--- src/rtl/instruction_fetch_sequencer_pkg.sv ---
// Shared definitions for the instruction fetch path.
// Holds the opcode codes and instruction field positions used by the fetch
// sequencer and the execute stage, plus small field-extraction helpers.
package instruction_fetch_sequencer_pkg;

  // Instruction word layout (28-bit word)
  localparam int INSN_BITS = 28;
  localparam int OPC_HI    = 27;
  localparam int OPC_LO    = 24;
  localparam int JMP_HI    = 23;
  localparam int JMP_LO    = 16;
  localparam int CNT_HI    = 23;
  localparam int CNT_LO    = 0;
  localparam int OPC_W     = OPC_HI - OPC_LO + 1;
  localparam int JMP_W     = JMP_HI - JMP_LO + 1;
  localparam int CNT_W     = CNT_HI - CNT_LO + 1;

  typedef enum logic [OPC_W-1:0] {
    OP_NOP = 4'h0,
    OP_ADD = 4'h1,
    OP_SUB = 4'h2,
    OP_STO = 4'h3,
    OP_LD  = 4'h4,
    OP_BLE = 4'h5,
    OP_JMP = 4'h6
  } opcode_e;

  function automatic logic [OPC_W-1:0] opcode_of(input logic [INSN_BITS-1:0] insn);
    return insn[OPC_HI:OPC_LO];
  endfunction

  function automatic logic [JMP_W-1:0] jmp_target_of(input logic [INSN_BITS-1:0] insn);
    return insn[JMP_HI:JMP_LO];
  endfunction

  function automatic logic [CNT_W-1:0] nop_count_of(input logic [INSN_BITS-1:0] insn);
    return insn[CNT_HI:CNT_LO];
  endfunction

endpackage

--- src/rtl/instruction_fetch_sequencer.sv ---
// Program counter and fetch controller for the instruction ROM.
// Drives the ROM address from the PC, registers the returned word into a
// one-deep fetch register, and resolves NOP delays and JMP locally so they
// never reach execute. Taken-branch redirects and stalls come from execute.
//
// Ports:
//   Clock          system clock, rising edge
//   Reset          synchronous active-high reset
//   iStall         execute cannot accept; freeze all fetch state
//   iBranchTaken   redirect to iBranchTarget (wins over iStall)
//   iBranchTarget  redirect address
//   oAddress       ROM address (the PC register)
//   iInstruction   combinational ROM data for oAddress
//   oInstruction   registered fetched instruction
//   oValid         oInstruction is to be executed
//   oDelayBusy     a NOP delay is counting
module instruction_fetch_sequencer
  import instruction_fetch_sequencer_pkg::*;
#(
  parameter int              ADDR_W   = 16,
  parameter int              INSN_W   = 28,
  parameter logic [ADDR_W-1:0] RESET_PC = '0
) (
  input  logic              Clock,
  input  logic              Reset,
  input  logic              iStall,
  input  logic              iBranchTaken,
  input  logic [ADDR_W-1:0] iBranchTarget,
  output logic [ADDR_W-1:0] oAddress,
  input  logic [INSN_W-1:0] iInstruction,
  output logic [INSN_W-1:0] oInstruction,
  output logic              oValid,
  output logic              oDelayBusy
);

  typedef enum logic {
    S_FETCH = 1'b0,
    S_DELAY = 1'b1
  } state_e;

  state_e              state_q, state_d;
  logic [ADDR_W-1:0]   pc_q, pc_d;
  logic [INSN_W-1:0]   insn_q, insn_d;
  logic                valid_q, valid_d;
  logic [CNT_W-1:0]    cnt_q, cnt_d;

  logic [OPC_W-1:0]    opcode;
  logic [JMP_W-1:0]    jmp_tgt;
  logic [CNT_W-1:0]    nop_cnt;

  assign opcode  = iInstruction[OPC_HI:OPC_LO];
  assign jmp_tgt = iInstruction[JMP_HI:JMP_LO];
  assign nop_cnt = iInstruction[CNT_HI:CNT_LO];

  always_ff @(posedge Clock) begin
    if (Reset) begin
      state_q <= S_FETCH;
      pc_q    <= RESET_PC;
      insn_q  <= '0;
      valid_q <= 1'b0;
      cnt_q   <= '0;
    end else begin
      state_q <= state_d;
      pc_q    <= pc_d;
      insn_q  <= insn_d;
      valid_q <= valid_d;
      cnt_q   <= cnt_d;
    end
  end

  always_comb begin
    state_d = state_q;
    pc_d    = pc_q;
    insn_d  = insn_q;
    valid_d = valid_q;
    cnt_d   = cnt_q;

    if (iBranchTaken) begin
      // Redirect squashes whatever was fetched this cycle and any delay.
      pc_d    = iBranchTarget;
      valid_d = 1'b0;
      cnt_d   = '0;
      state_d = S_FETCH;
    end else if (!iStall) begin
      unique case (state_q)
        S_FETCH: begin
          if (opcode == OP_JMP) begin
            pc_d    = ADDR_W'(jmp_tgt);
            valid_d = 1'b0;
          end else if (opcode == OP_NOP) begin
            valid_d = 1'b0;
            pc_d    = pc_q + ADDR_W'(1);
            if (nop_cnt != '0) begin
              cnt_d   = nop_cnt;
              state_d = S_DELAY;
            end
          end else begin
            insn_d  = iInstruction;
            valid_d = 1'b1;
            pc_d    = pc_q + ADDR_W'(1);
          end
        end
        S_DELAY: begin
          // PC already points past the NOP; just burn N cycles.
          valid_d = 1'b0;
          cnt_d   = cnt_q - CNT_W'(1);
          if (cnt_q == CNT_W'(1)) state_d = S_FETCH;
        end
        default: state_d = S_FETCH;
      endcase
    end
  end

  assign oAddress     = pc_q;
  assign oInstruction = insn_q;
  assign oValid       = valid_q;
  assign oDelayBusy   = (state_q == S_DELAY);

endmodule

--- config.mk ---
export PLATFORM = sky130hd
export DESIGN_NAME = instruction_fetch_sequencer
export DESIGN_NICKNAME = d
export VERILOG_FILES = /design/src/rtl/instruction_fetch_sequencer_pkg.sv /design/src/rtl/instruction_fetch_sequencer.sv
export SDC_FILE = /design/constraint.sdc
export NUM_CORES = 1
export LEC_CHECK = 0
export ABC_AREA = 1
export BUFFER_PORTS_ARGS = -buffer_cell sky130_fd_sc_hd__buf_2
export CORE_ASPECT_RATIO = 0.75
export CORE_UTILIZATION = 55
export CTS_BUF_LIST = sky130_fd_sc_hd__clkbuf_8 sky130_fd_sc_hd__clkbuf_16
export DETAILED_ROUTE_END_ITERATION = 7
export PLACE_DENSITY = 0.81
export SLEW_MARGIN = 20
export SYNTH_ARGS = -nofsm -noshare
export SYNTH_HDL_FRONTEND = slang
export SYNTH_SLANG_ARGS = --single-unit
--- constraint.sdc ---
create_clock -name Clock -period 1.6 [get_ports Clock]
set_input_delay 0.08 -clock Clock [delete_from_list [all_inputs] [get_ports Clock]]
set_output_delay 0.08 -clock Clock [all_outputs]
set_load 0.01 [all_outputs]
# After elaboration in Yosys (flattened, before gate mapping)
# Index checks and enable logic that the tools add are counted.
# totals
register_bits	70
in_bits	48
output_inout_bits	46
elab_cells	41
# classes
add_sub_neg	2
eq_ne	7
muxes	16
bitwise	5
reduce_logical	6
# op_table
op	n
$mux W24	3
$mux W16	4
$pmux W24 S2	1
$eq A24 B1 Y1 const B	1
$reduce_bool A24 Y1	1
$sub A24 B1 Y24 const B	1
$add A16 B1 Y16 const B	1
$ne A2 B2 Y1 const B	4
$mux W1	6
$not A1 Y1	5
$reduce_and A5 Y1	1
$eq A4 B3 Y1 const B	1
$logic_not A4 Y1	1
$pmux W1 S2	2
$reduce_and A4 Y1	1
$ne A2 B1 Y1 const B	1
$reduce_and A2 Y1	1
$reduce_or A2 Y1	1

# Logic depth before layout (Yosys ltp)
# Gate-level depths: netlist (run 1).
# logic_depth
depth_word	5
ltp_mapped	11
mapped_depth_nobuf	11

# Least setup slack after synthesis (run 1)
# No wires, ideal clock.
# synth_timing
kind	flip-flop to flip-flop
start	reg pc_q[0] (netlist: oAddress[0])
end	reg pc_q[12] (netlist: oAddress[12])
setup_time_ns	0.122
arrival_time_ns	1.344
t_required_ns	1.478
path_slack_ns	0.134
stages_incl_launch_ff	9
path_buffers	0
period_less_slack_ns	1.466
path_cell_list	dfxtp_1 ha_1 nand2_1 nor2_1 nand2_1 nor2_1 nand3_1 nand3_1 a31oi_1
# synth_via
elab_chain_len	5
# synth_rtl
item	line	rtl
start: declaration	instruction_fetch_sequencer.sv:42	logic [ADDR_W-1:0] pc_q, pc_d;
start signal: assignment	instruction_fetch_sequencer.sv:64	pc_q <= pc_d;
$add A16 B1 Y16	instruction_fetch_sequencer.sv:92, instruction_fetch_sequencer.sv:100	
$mux W16	instruction_fetch_sequencer.sv:87	if (opcode == OP_JMP) begin
$mux W16	instruction_fetch_sequencer.sv:85	unique case (state_q)
$mux W16	instruction_fetch_sequencer.sv:84	end else if (!iStall) begin
$mux W16	instruction_fetch_sequencer.sv:78	if (iBranchTaken) begin
# No other way between the ends. The select of a mux whose other input is x is not followed.
# A chain may end at the register's enable or synchronous reset.

# Worst setup path after layout (run 1)
# layout_timing
start	reg cnt_q[11]
end	reg cnt_q[16]
# layout_via
elab_chain_len	2
# layout_rtl
item	line	rtl
start: declaration	instruction_fetch_sequencer.sv:45	logic [CNT_W-1:0] cnt_q, cnt_d;
start signal: assignment	instruction_fetch_sequencer.sv:67	cnt_q <= cnt_d;
$sub A24 B1 Y24	instruction_fetch_sequencer.sv:106	cnt_d = cnt_q - CNT_W'(1);
$pmux W24 S2	instruction_fetch_sequencer.sv:85	
# No other way between the ends.

==> out/qor.log, run 1 <==
INFO  global_route   globalRouteTotalUtil=0.330
INFO  finish         antenna_cells=0
INFO  clock_tree     htree_levels=3
INFO  synth          postSynthAreaPerCell=6.40um2
INFO  critical_path  reg2regPathDepth=8
INFO  global_route   grt_overflow_total=0
INFO  critical_path  timing.critical_path.fanout_max=5
INFO  floorplanning  die-width=103um
INFO  detailed_routing via_per_inst=5.59
INFO  sta            setup_tns=0ps
INFO  sta            layout_min_cycle_time=1550ps
INFO  global_route   antenna_found_initial=0
INFO  synth          yosys_warning_count=0
INFO  clock_tree     cts.sink_count=70
INFO  detailed_routing routed-via-count=4,869
INFO  synth          ys_dominant_reg_cell=dfxtp_1
INFO  min_path       hold-path-endpoint=oInstruction[14]$_SDFFE_PP0P_
INFO  critical_path  start_kind=register
INFO  floorplanning  die_h=77.5um
INFO  global_route   grt_max_degree=37
INFO  clock_tree     cts_tree=done
INFO  sta            timing.clock.skew=20.1ps
INFO  floorplanning  i_o_pin_count=94
INFO  power_and_ir_drop cellLeakagePower=2.52nW
INFO  placed_design  detailed_placer_s_ending_hpwl=9070um
INFO  synth          synth.lib_cells_used.distinct=39
INFO  finish         layout_commonest_cell=nand2_1
INFO  power_and_ir_drop ir_drop=0.589mV
INFO  detailed_routing totalWireLength=13,200um
INFO  sta            post-route-period-util=0.970
INFO  synth          synth_enable_flop_cells=0
INFO  critical_path  worst_r2r_endpoint=cnt_q[16]$_SDFFE_PP0P_
INFO  critical_path  worst-endpoint-required=1840ps
INFO  sta            fmaxAchievable=0.645GHz
INFO  global_route   wire_length_of_the_first_global_routing_pass=20,600um
INFO  synth          share_of_synthesized_area_occupied_by_flip_flops_and_latches=0.335
INFO  critical_path  setup.reg_to_reg.worst_slack=50ps
INFO  detailed_routing drc=0
INFO  synth          synth_fp_nets=705
INFO  sta            final_max_slew_viol_count=0
INFO  power_and_ir_drop design_power_total=0.00434W
INFO  critical_path  worstSetupPathType=reg -> reg
INFO  placed_design  final_weighted_congestion_of_routability_driven_global_placement=0.969
INFO  clock_tree     cts.clk_slew.worst_paths=90ps
INFO  critical_path  cp_data_arrival_time=1790ps
INFO  status         status=completed
INFO  finish         number_of_nets_in_the_layout=816
INFO  clock_tree     root_driver=clkbuf_8
INFO  detailed_routing drtPass1Iterations=6
INFO  floorplanning  design.die.area=7960um2
INFO  finish         final_layout_size_suffix_gt1_frac=0.271
INFO  floorplanning  core_area=7360um2
INFO  finish         fillCellCount=622
INFO  detailed_routing wire_per_inst=15.2um
INFO  synth          synthCells=654
INFO  synth          syn-cell-area=4180um2
INFO  detailed_routing drt-initial-drc-count=426
INFO  placed_design  port_buffers=93
INFO  synth          ys_ff_latch=70
INFO  floorplanning  initial_core_util=0.568
INFO  min_path       hold_path.class=in -> reg
INFO  sta            worst_max_slew_pin_slew=342ps
INFO  min_path       min_delay_path_depth=3
INFO  global_route   grt_pass1_vias=4,240
INFO  finish         final_util=0.721
INFO  sta            timing_hold_violations_final=0
INFO  finish         syn_to_final_growth=27.0%
INFO  detailed_routing antenna_left=0
INFO  critical_path  critical_path.endpoint_type=register
INFO  clock_tree     clk_path_buf_depth=2
INFO  finish         highest_count_cells_in_the_layout_ignoring_fill_and_taps=nand2_1, buf_2, nor2_1, dfxtp_1, inv_1
INFO  clock_tree     clkLatencyLatePin=360ps
INFO  power_and_ir_drop p_per_area=817nW/um2
INFO  critical_path  crit-reg2reg-launch=cnt_q[11]$_SDFFE_PP0P_
INFO  synth          synth_async_sr_flop_share=0
INFO  floorplanning  fp-row-count=27
INFO  sta            worst_slew_margin_rel=0.771
INFO  job            max_cap_viol_count=0
INFO  clock_tree     cts-buffers-inserted=9
INFO  sta            setup_viol_count_final=0
INFO  min_path       worst_hold_startpoint=iInstruction[14]
==> worst max-delay path, stage by stage, from the launching register on <==
cell and delay (ps):
dfxtp_1 390, nor2_1 160, nand2_1 110, nor2_2 190, nand2_1 170, o21ai_1 180, nand2_1 70, o21ai_1 120
nor2_1 60
==> kinds of logic (layout without fill, tap and decap cells) <==
family / count (synthesis) / in the layout / share of synthesized area
buffers and inverters: 89 / 205 / 0.100
xor gates and xnor gates: 8 / 8 / 0.0168
and+or+nand+nor: 348 / 348 / 0.359
AOI/OAI and AO/OA: 136 / 136 / 0.180
DFF: 70 / 70 / 0.335
adders and majority gates: 3 / 3 / 0.00897
==> stage by stage <==
step / cell area, um2 / hold WS [ps] / instances / worst slack [ps]
2_1_floorplan: 4180 / 208 / 654 / 134
3_3_place_gp: 4800 / 332 / 844 / 91.5
3_5_place_dp: 4800 / 351 / 844 / -0.506
4_1_cts: 5130 / 4.89 / 870 / 10.2
5_1_grt: 5310 / 9.09 / 871 / -58.1
6_report: 5310 / 12.0 / 871 / 48.7
==> state kept, by name (all words and copies together) (netlist names) <==
name and flops:
oInstruction 28, oValid 1, oDelayBusy 1, oAddress 16, cnt_q 24
==> power breakdown <==
group          switching [W]  leakage [nW]  internal, W  total (W)
clock network       0.000780         0.114     0.000898    0.00168
registers          0.0000675         0.574      0.00183    0.00190
logic               0.000463          1.83     0.000303   0.000766
==> worst max path at each step <==
| stage | slack (ps) | endpoint | start |
|---|---|---|---|
| after floorplan | 130 | oAddress[12]$_SDFFE_PP0P_ | oAddress[0]$_SDFFE_PP0P_ |
| after global placement | 90 | cnt_q[10]$_SDFFE_PP0P_ | cnt_q[0]$_SDFFE_PP0P_ |
| after detailed placement | -0.5 | cnt_q[10]$_SDFFE_PP0P_ | cnt_q[0]$_SDFFE_PP0P_ |
| after CTS | 10 | cnt_q[10]$_SDFFE_PP0P_ | cnt_q[0]$_SDFFE_PP0P_ |
| after global routing | -60 | cnt_q[16]$_SDFFE_PP0P_ | cnt_q[11]$_SDFFE_PP0P_ |
| final | 50 | cnt_q[16]$_SDFFE_PP0P_ | cnt_q[11]$_SDFFE_PP0P_ |
==> final cells by class <==
| cell class | count | area [um2] | area share |
|---|---|---|---|
| Multi-Input combinational cell | 495 | 2490 | 0.468 |
| Sequential cell | 70 | 1410 | 0.265 |
| Timing Repair Buffer | 125 | 815 | 0.153 |
| Inverter | 64 | 250 | 0.0471 |
| Tap cell | 101 | 126 | 0.0238 |
| Clock buffer | 9 | 124 | 0.0233 |
| Clock inverter | 7 | 104 | 0.0196 |
==> per-layer routing <==
layer  global-route usage  part of all wire  vias up
li1                     -                 -     2342
met1                0.482              0.45     2217
met2                0.488              0.44      281
met3               0.0784              0.10       29
met4               0.0729             0.011        0
met5                    0                 0        -
==> repair_timing <==
action / in CTS / in global routing
setup endpoints to repair: 5 / 34
endpoints found under the hold margin: 10 / 0
buffers inserted: 0 / 1
cloned: 0 / 3
pin swaps: 0 / 17
gates resized for setup: 2 / 42
hold buffers: 10 / 0
==> cells in the mapped netlist (2+ instances only) <==
master    number  area (um2)
a31oi_1        5        31.3
o21ai_0       25         125
xor2_1         5        43.8
nand2_2        2        12.5
inv_1         53         199
nand4_1       10        62.6
clkbuf_1       7        26.3
xnor2_1        3        26.3
nand2_1      158         593
ha_1           3        37.5
nor2_2        14        87.6
a21oi_2       11        96.3
nor2_1       104         390
inv_2          7        26.3
nand3_1       46         230
buf_6          6        67.6
dfxtp_1       70        1400
o211ai_1       7        52.6
inv_4          2        12.5
o21ai_1       42         210
buf_2          8        40.0
a21oi_1       43         215
nor3_1         6        30.0
buf_1          2        7.51
Power figures use the tool's default switching activity.
==> run 2, diff against run 1 <==
--- a/config.mk
+++ b/config.mk
@@ -7,7 +7,7 @@
 export LEC_CHECK = 0
 export ABC_AREA = 1
 export BUFFER_PORTS_ARGS = -buffer_cell sky130_fd_sc_hd__buf_2
-export CORE_ASPECT_RATIO = 0.75
+export CORE_ASPECT_RATIO = 0.5
 export CORE_UTILIZATION = 55
 export CTS_BUF_LIST = sky130_fd_sc_hd__clkbuf_8 sky130_fd_sc_hd__clkbuf_16
 export DETAILED_ROUTE_END_ITERATION = 7
==> constraint.sdc (replaced) <==
create_clock -name Clock -period 1.6 [get_ports Clock]
set_input_delay 0 -clock Clock [delete_from_list [all_inputs] [get_ports Clock]]
set_output_delay 0 -clock Clock [all_outputs]
set_load 0.01 [all_outputs]
==> out/qor.log, run 2 (synthesis results as in run 1) <==
INFO  placed_design  dpl.cell_count=839
INFO  finish         antenna_cells=0
INFO  floorplanning  fp-row-count=22
INFO  global_route   wire_length_of_the_first_global_routing_pass=21,400um
INFO  critical_path  cp_data_arrival_time=1850ps
INFO  job            max_cap_viol_count=0
INFO  clock_tree     root_driver=clkbuf_16
INFO  finish         post-route-cell-area=5720um2
INFO  power_and_ir_drop design_power_total=0.00495W
INFO  floorplanning  die_h=63.7um
INFO  critical_path  start_kind=input pin
INFO  critical_path  timing.critical_path.fanout_max=12
INFO  critical_path  worstSetupPathType=in -> reg
INFO  global_route   grt_pass1_vias=4,516
INFO  finish         largest_reg_flops=28
INFO  global_route   grt_overflow_total=0
INFO  power_and_ir_drop ir_drop=0.640mV
INFO  global_route   globalRouteTotalUtil=0.340
INFO  sta            unrepaired_setup_endpoints_after_global_routing=yes
INFO  critical_path  reg2regPathDepth=9
INFO  floorplanning  die-width=125um
INFO  power_and_ir_drop p_per_area=865nW/um2
INFO  sta            fmaxAchievable=0.635GHz
INFO  detailed_routing wire_per_inst=15.9um
INFO  finish         syn_to_final_growth=36.8%
INFO  min_path       worst_hold_startpoint=iBranchTarget[5]
INFO  finish         fillCellCount=511
INFO  finish         final_layout_size_suffix_gt1_frac=0.257
INFO  critical_path  worst-endpoint-required=1870ps
INFO  sta            setup_viol_count_final=0
INFO  critical_path  setup.reg_to_reg.worst_slack=40ps
INFO  clock_tree     cts.sink_count=70
INFO  detailed_routing drc=3
INFO  finish         multi_input_comb_area=2470um2
INFO  clock_tree     htree_levels=3
INFO  sta            worst_max_slew_pin_slew=441ps
INFO  clock_tree     cts_tree=done
INFO  critical_path  critical_path.endpoint_type=register
INFO  sta            post-route-period-util=0.984
INFO  floorplanning  i_o_pin_count=94
INFO  floorplanning  initial_core_util=0.569
INFO  finish         ff_latch_area=1400um2
INFO  finish         highest_count_cells_in_the_layout_ignoring_fill_and_taps=nand2_1, buf_2, nor2_1, dfxtp_1, inv_1
INFO  floorplanning  design.die.area=7980um2
INFO  finish         final_util=0.778
INFO  min_path       min_delay_path_depth=3
INFO  clock_tree     cts-buffers-inserted=9
INFO  detailed_routing antenna_left=0
INFO  sta            final_max_slew_viol_count=0
INFO  clock_tree     clk_path_buf_depth=2
INFO  placed_design  final_weighted_congestion_of_routability_driven_global_placement=0.979
INFO  power_and_ir_drop cellLeakagePower=2.70nW
INFO  finish         layout_commonest_cell=nand2_1
INFO  finish         number_of_nets_in_the_layout=847
INFO  sta            timing.clock.skew=8.71ps
INFO  placed_design  placed_cell_area=4790um2
INFO  clock_tree     cts.clk_slew.worst_paths=60ps
INFO  min_path       hold-path-endpoint=oAddress[5]$_SDFFE_PP0P_
INFO  sta            worst_slew_margin_rel=0.705
INFO  finish         final_cells=897
INFO  sta            timing_hold_violations_final=1
INFO  global_route   antenna_found_initial=0
INFO  sta            layout_min_cycle_time=1570ps
INFO  critical_path  crit-reg2reg-launch=cnt_q[7]$_SDFFE_PP0P_
INFO  critical_path  worst_r2r_endpoint=cnt_q[23]$_SDFFE_PP0P_
INFO  placed_design  port_buffers=93
INFO  floorplanning  core_area=7350um2
INFO  detailed_routing totalWireLength=14,300um
INFO  clock_tree     clkLatencyLatePin=340ps
INFO  status         status=finished, violations left
INFO  min_path       hold_path.class=in -> reg
INFO  status         failed_checks=design-rule violations, negative hold slack
INFO  sta            hold-worst-slack=-3.10ps
INFO  placed_design  detailed_placer_s_ending_hpwl=8480um
INFO  detailed_routing via_per_inst=5.61
INFO  detailed_routing drt-initial-drc-count=478
INFO  global_route   grt_max_degree=37
INFO  detailed_routing drtPass1Iterations=8
INFO  detailed_routing routed-via-count=5,034
## run 2: layout make-up
class / count / area share
Multi-Input combinational cell: 495 / 0.432
Sequential cell: 70 / 0.245
Timing Repair Buffer: 156 / 0.200
Inverter: 64 / 0.0446
Clock buffer: 10 / 0.0418
Tap cell: 96 / 0.0210
Clock inverter: 6 / 0.0151
## run 2: through the flow
| stage | setup WS, ps | TNS, ps |
|---|---|---|
| global placement | 144 | 0 |
| floorplan | 134 | 0 |
| finish | 25.1 | 0 |
| detailed placement | 103 | 0 |
| CTS | 17.0 | 0 |
| global route | -113 | -819 |
## run 2: worst max-delay path by stage
stage / end / start / slack (ps) / cells after the start
after floorplan: oAddress[12]$_SDFFE_PP0P_ / oAddress[0]$_SDFFE_PP0P_ / 130 / 8
after global placement: cnt_q[17]$_SDFFE_PP0P_ / cnt_q[5]$_SDFFE_PP0P_ / 140 / 9
after detailed placement: cnt_q[17]$_SDFFE_PP0P_ / cnt_q[7]$_SDFFE_PP0P_ / 100 / 9
after CTS: cnt_q[7]$_SDFFE_PP0P_ / iInstruction[4] / 20 / 12
after global routing: cnt_q[23]$_SDFFE_PP0P_ / cnt_q[7]$_SDFFE_PP0P_ / -110 / 9
final: cnt_q[3]$_SDFFE_PP0P_ / iInstruction[16] / 30 / 12
## run 2: critical path: stages
cell	delay (ps)
dlygate4sd3_1	560
buf_2	170
nor2_1	130
nand3_1	110
nor2_2	150
nand3_2	90
nand2_2	80
nand2_4	70
nand2_4	100
buf_12	140
nand2_1	60
a21oi_1	160
## run 2: repair_timing
action,CTS,global route
setup buffers,0,4
endpoints found under the hold margin,42,0
gates resized for setup,0,41
hold buffers,37,0
setup endpoints to repair,0,59
## run 2: power by group
| group | total (W) | switching (W) | internal, W |
|---|---|---|---|
| sequential | 0.00190 | 0.0000719 | 0.00183 |
| clock | 0.00220 | 0.000801 | 0.00140 |
| combinational | 0.000847 | 0.000487 | 0.000360 |
| total | 0.00495 | 0.00136 | 0.00359 |
## run 2: per-layer routing
metal  up-vias  global-route usage  wire length [um]
met5         -                   0                 0
met4         0               0.137               517
met3        59              0.0782              1120
met2       274               0.572              6640
met1      2294               0.423              5990
li1       2407                   -                 -
==> run 3, diff against run 2 <==
--- a/config.mk
+++ b/config.mk
@@ -8,9 +8,11 @@
 export ABC_AREA = 1
 export BUFFER_PORTS_ARGS = -buffer_cell sky130_fd_sc_hd__buf_2
 export CORE_ASPECT_RATIO = 0.5
+export CORE_MARGIN = 1
 export CORE_UTILIZATION = 55
 export CTS_BUF_LIST = sky130_fd_sc_hd__clkbuf_8 sky130_fd_sc_hd__clkbuf_16
 export DETAILED_ROUTE_END_ITERATION = 7
+export GPL_TIMING_DRIVEN = 0
 export PLACE_DENSITY = 0.81
 export SLEW_MARGIN = 20
 export SYNTH_ARGS = -nofsm -noshare
==> out/qor.log, run 3 (synthesis results as in run 1) <==
INFO  status         status=finished, violations left
INFO  status         failed_checks=design-rule violations, negative setup slack
INFO  job            max_cap_viol_count=0
INFO  finish         layout_commonest_cell=nand2_1
INFO  sta            worst_slew_margin_rel=0.473
INFO  floorplanning  initial_core_util=0.569
INFO  finish         antenna_cells=0
INFO  power_and_ir_drop cellLeakagePower=2.78nW
INFO  global_route   grt_pass1_vias=4,636
INFO  detailed_routing via_per_inst=5.78
INFO  floorplanning  i_o_pin_count=94
INFO  floorplanning  fp-row-count=22
INFO  floorplanning  die_h=63.7um
INFO  finish         number_of_nets_in_the_layout=858
INFO  detailed_routing drt-initial-drc-count=523
INFO  sta            timing_hold_violations_final=0
INFO  power_and_ir_drop p_per_area=845nW/um2
INFO  detailed_routing wire_per_inst=16.9um
INFO  floorplanning  design.die.area=7980um2
INFO  critical_path  setup.reg_to_reg.worst_slack=0ps
INFO  placed_design  port_buffers=91
INFO  placed_design  dpl.cell_count=841
INFO  finish         final_layout_size_suffix_gt1_frac=0.281
INFO  critical_path  start_kind=input pin
INFO  critical_path  timing.critical_path.fanout_max=7
INFO  placed_design  preCtsSetupSlack=-38.0ps
INFO  finish         syn_to_final_growth=40.7%
INFO  finish         highest_count_cells_in_the_layout_ignoring_fill_and_taps=nand2_1, buf_2, nor2_1, dfxtp_1, inv_1
INFO  min_path       hold_path.class=in -> reg
INFO  clock_tree     root_driver=clkbuf_16
INFO  global_route   antenna_found_initial=0
INFO  detailed_routing routed-via-count=5,252
INFO  critical_path  worst_r2r_endpoint=oInstruction[15]$_SDFFE_PP0P_
INFO  sta            worst_max_slew_pin_slew=790ps
INFO  sta            setup_viol_count_final=23
INFO  sta            post-route-period-util=1.05
INFO  finish         fillCellCount=503
INFO  detailed_routing drtPass1Iterations=7
INFO  sta            layout_min_cycle_time=1680ps
INFO  finish         largest_reg_flops=28
INFO  sta            final.setup.worst_slack=-81.4ps
INFO  critical_path  timing.critical_path.from=iInstruction[14]
INFO  detailed_routing totalWireLength=15,400um
INFO  placed_design  final_weighted_congestion_of_routability_driven_global_placement=0.932
INFO  sta            final_max_slew_viol_count=0
INFO  critical_path  reg2regPathDepth=9
INFO  critical_path  worst-endpoint-required=1860ps
INFO  global_route   grt_overflow_total=0
INFO  floorplanning  core_area=7350um2
INFO  clock_tree     cts.clk_slew.worst_paths=60ps
INFO  global_route   globalRouteTotalUtil=0.365
INFO  global_route   grt_busiest_layer=met2
INFO  clock_tree     htree_levels=3
INFO  detailed_routing antenna_left=0
INFO  sta            unrepaired_setup_endpoints_after_global_routing=yes
INFO  detailed_routing drc=3
INFO  global_route   grt_max_degree=13
INFO  floorplanning  die-width=125um
INFO  critical_path  crit-reg2reg-launch=oDelayBusy$_SDFFE_PP0N_
INFO  sta            timing.clock.skew=6.97ps
INFO  clock_tree     cts.sink_count=70
INFO  critical_path  cp_data_arrival_time=1950ps
INFO  sta            fmaxAchievable=0.595GHz
INFO  finish         final_util=0.800
INFO  placed_design  detailed_placer_s_ending_hpwl=9090um
INFO  clock_tree     cts_tree=done
INFO  global_route   met2_usage=0.623
INFO  clock_tree     clk_path_buf_depth=2
INFO  clock_tree     clkLatencyLatePin=340ps
INFO  clock_tree     cts-buffers-inserted=9
INFO  global_route   global_route.usage.met3=0.0756
INFO  critical_path  endpoint=cnt_q[7]$_SDFFE_PP0P_
INFO  critical_path  worstSetupPathType=in -> reg
INFO  sta            hold-worst-slack=5.24ps
INFO  global_route   groute.layer.met1.usage=0.459
INFO  global_route   wire_length_of_the_first_global_routing_pass=22,800um
INFO  power_and_ir_drop ir_drop=0.548mV
INFO  critical_path  critical_path.endpoint_type=register
INFO  finish         final_cells=908
run 3: cell type report:
type	count	area (um2)	share of cell area
multi-input cells	495	2560	0.434
flip-flops and latches	70	1410	0.240
repair buffers	142	998	0.170
inverters	64	258	0.0438
clock buffers	10	239	0.0406
plain buffers	25	215	0.0366
well taps	96	120	0.0204
clock inverters	6	86.3	0.0147
run 3: through the flow:
stage               instance area [um2]  setup TNS (ps)  power [W]
floorplan                          4180               0    0.00235
global placement                   4760           -17.9    0.00261
detailed placement                 4760            -116    0.00262
CTS                                5500               0    0.00485
global route                       5880           -2310    0.00512
finish                             5880           -1070    0.00497
run 3: layer usage:
| metal | up-vias | wire, um | part of all wire |
|---|---|---|---|
| met5 | - | 0 | 0 |
| met4 | 0 | 536 | 0.035 |
| met3 | 63 | 1440 | 0.093 |
| met2 | 339 | 7170 | 0.47 |
| met1 | 2407 | 6230 | 0.41 |
| li1 | 2443 | - | - |
run 3: critical path, stage by stage:
cell and delay (ps):
dlygate4sd3_1 550, buf_2 160, nor2_1 130, nand2_1 80, nor2_2 150, nand3_1 110, nand2_1 120, nand2_2 100
nand2_4 170, clkbuf_16 180, nand2_1 50, a21oi_1 130
run 3: worst min path at each step:
stage / startpoint / endpoint / slack (ps) / depth (start not counted)
floorplan: iInstruction[14] / oInstruction[14]$_SDFFE_PP0P_ / 130 / 2
global placement: iInstruction[24] / oInstruction[24]$_SDFFE_PP0P_ / 260 / 3
detailed placement: iInstruction[24] / oInstruction[24]$_SDFFE_PP0P_ / 270 / 3
CTS: iInstruction[23] / oInstruction[23]$_SDFFE_PP0P_ / 0.6 / 3
global route: iInstruction[23] / oInstruction[23]$_SDFFE_PP0P_ / 30 / 3
finish: iBranchTarget[1] / oAddress[1]$_SDFFE_PP0P_ / 5 / 5
run 3: timing repair:
action	CTS	global route
hold buffers	39	0
setup buffers	0	13
pin swaps	0	17
gates cloned	0	3
endpoints found under the setup margin	14	67
endpoints found under the hold margin	43	0
resized for setup	8	82
run 3: power breakdown:
| group | internal (W) | switching (W) | total (W) | leakage (nW) |
|---|---|---|---|---|
| Sequential | 0.00183 | 0.0000763 | 0.00191 | 0.575 |
| Combinational | 0.000363 | 0.000501 | 0.000864 | 2.04 |
| Clock | 0.00140 | 0.000797 | 0.00220 | 0.164 |
| Total | 0.00360 | 0.00137 | 0.00497 | 2.78 |
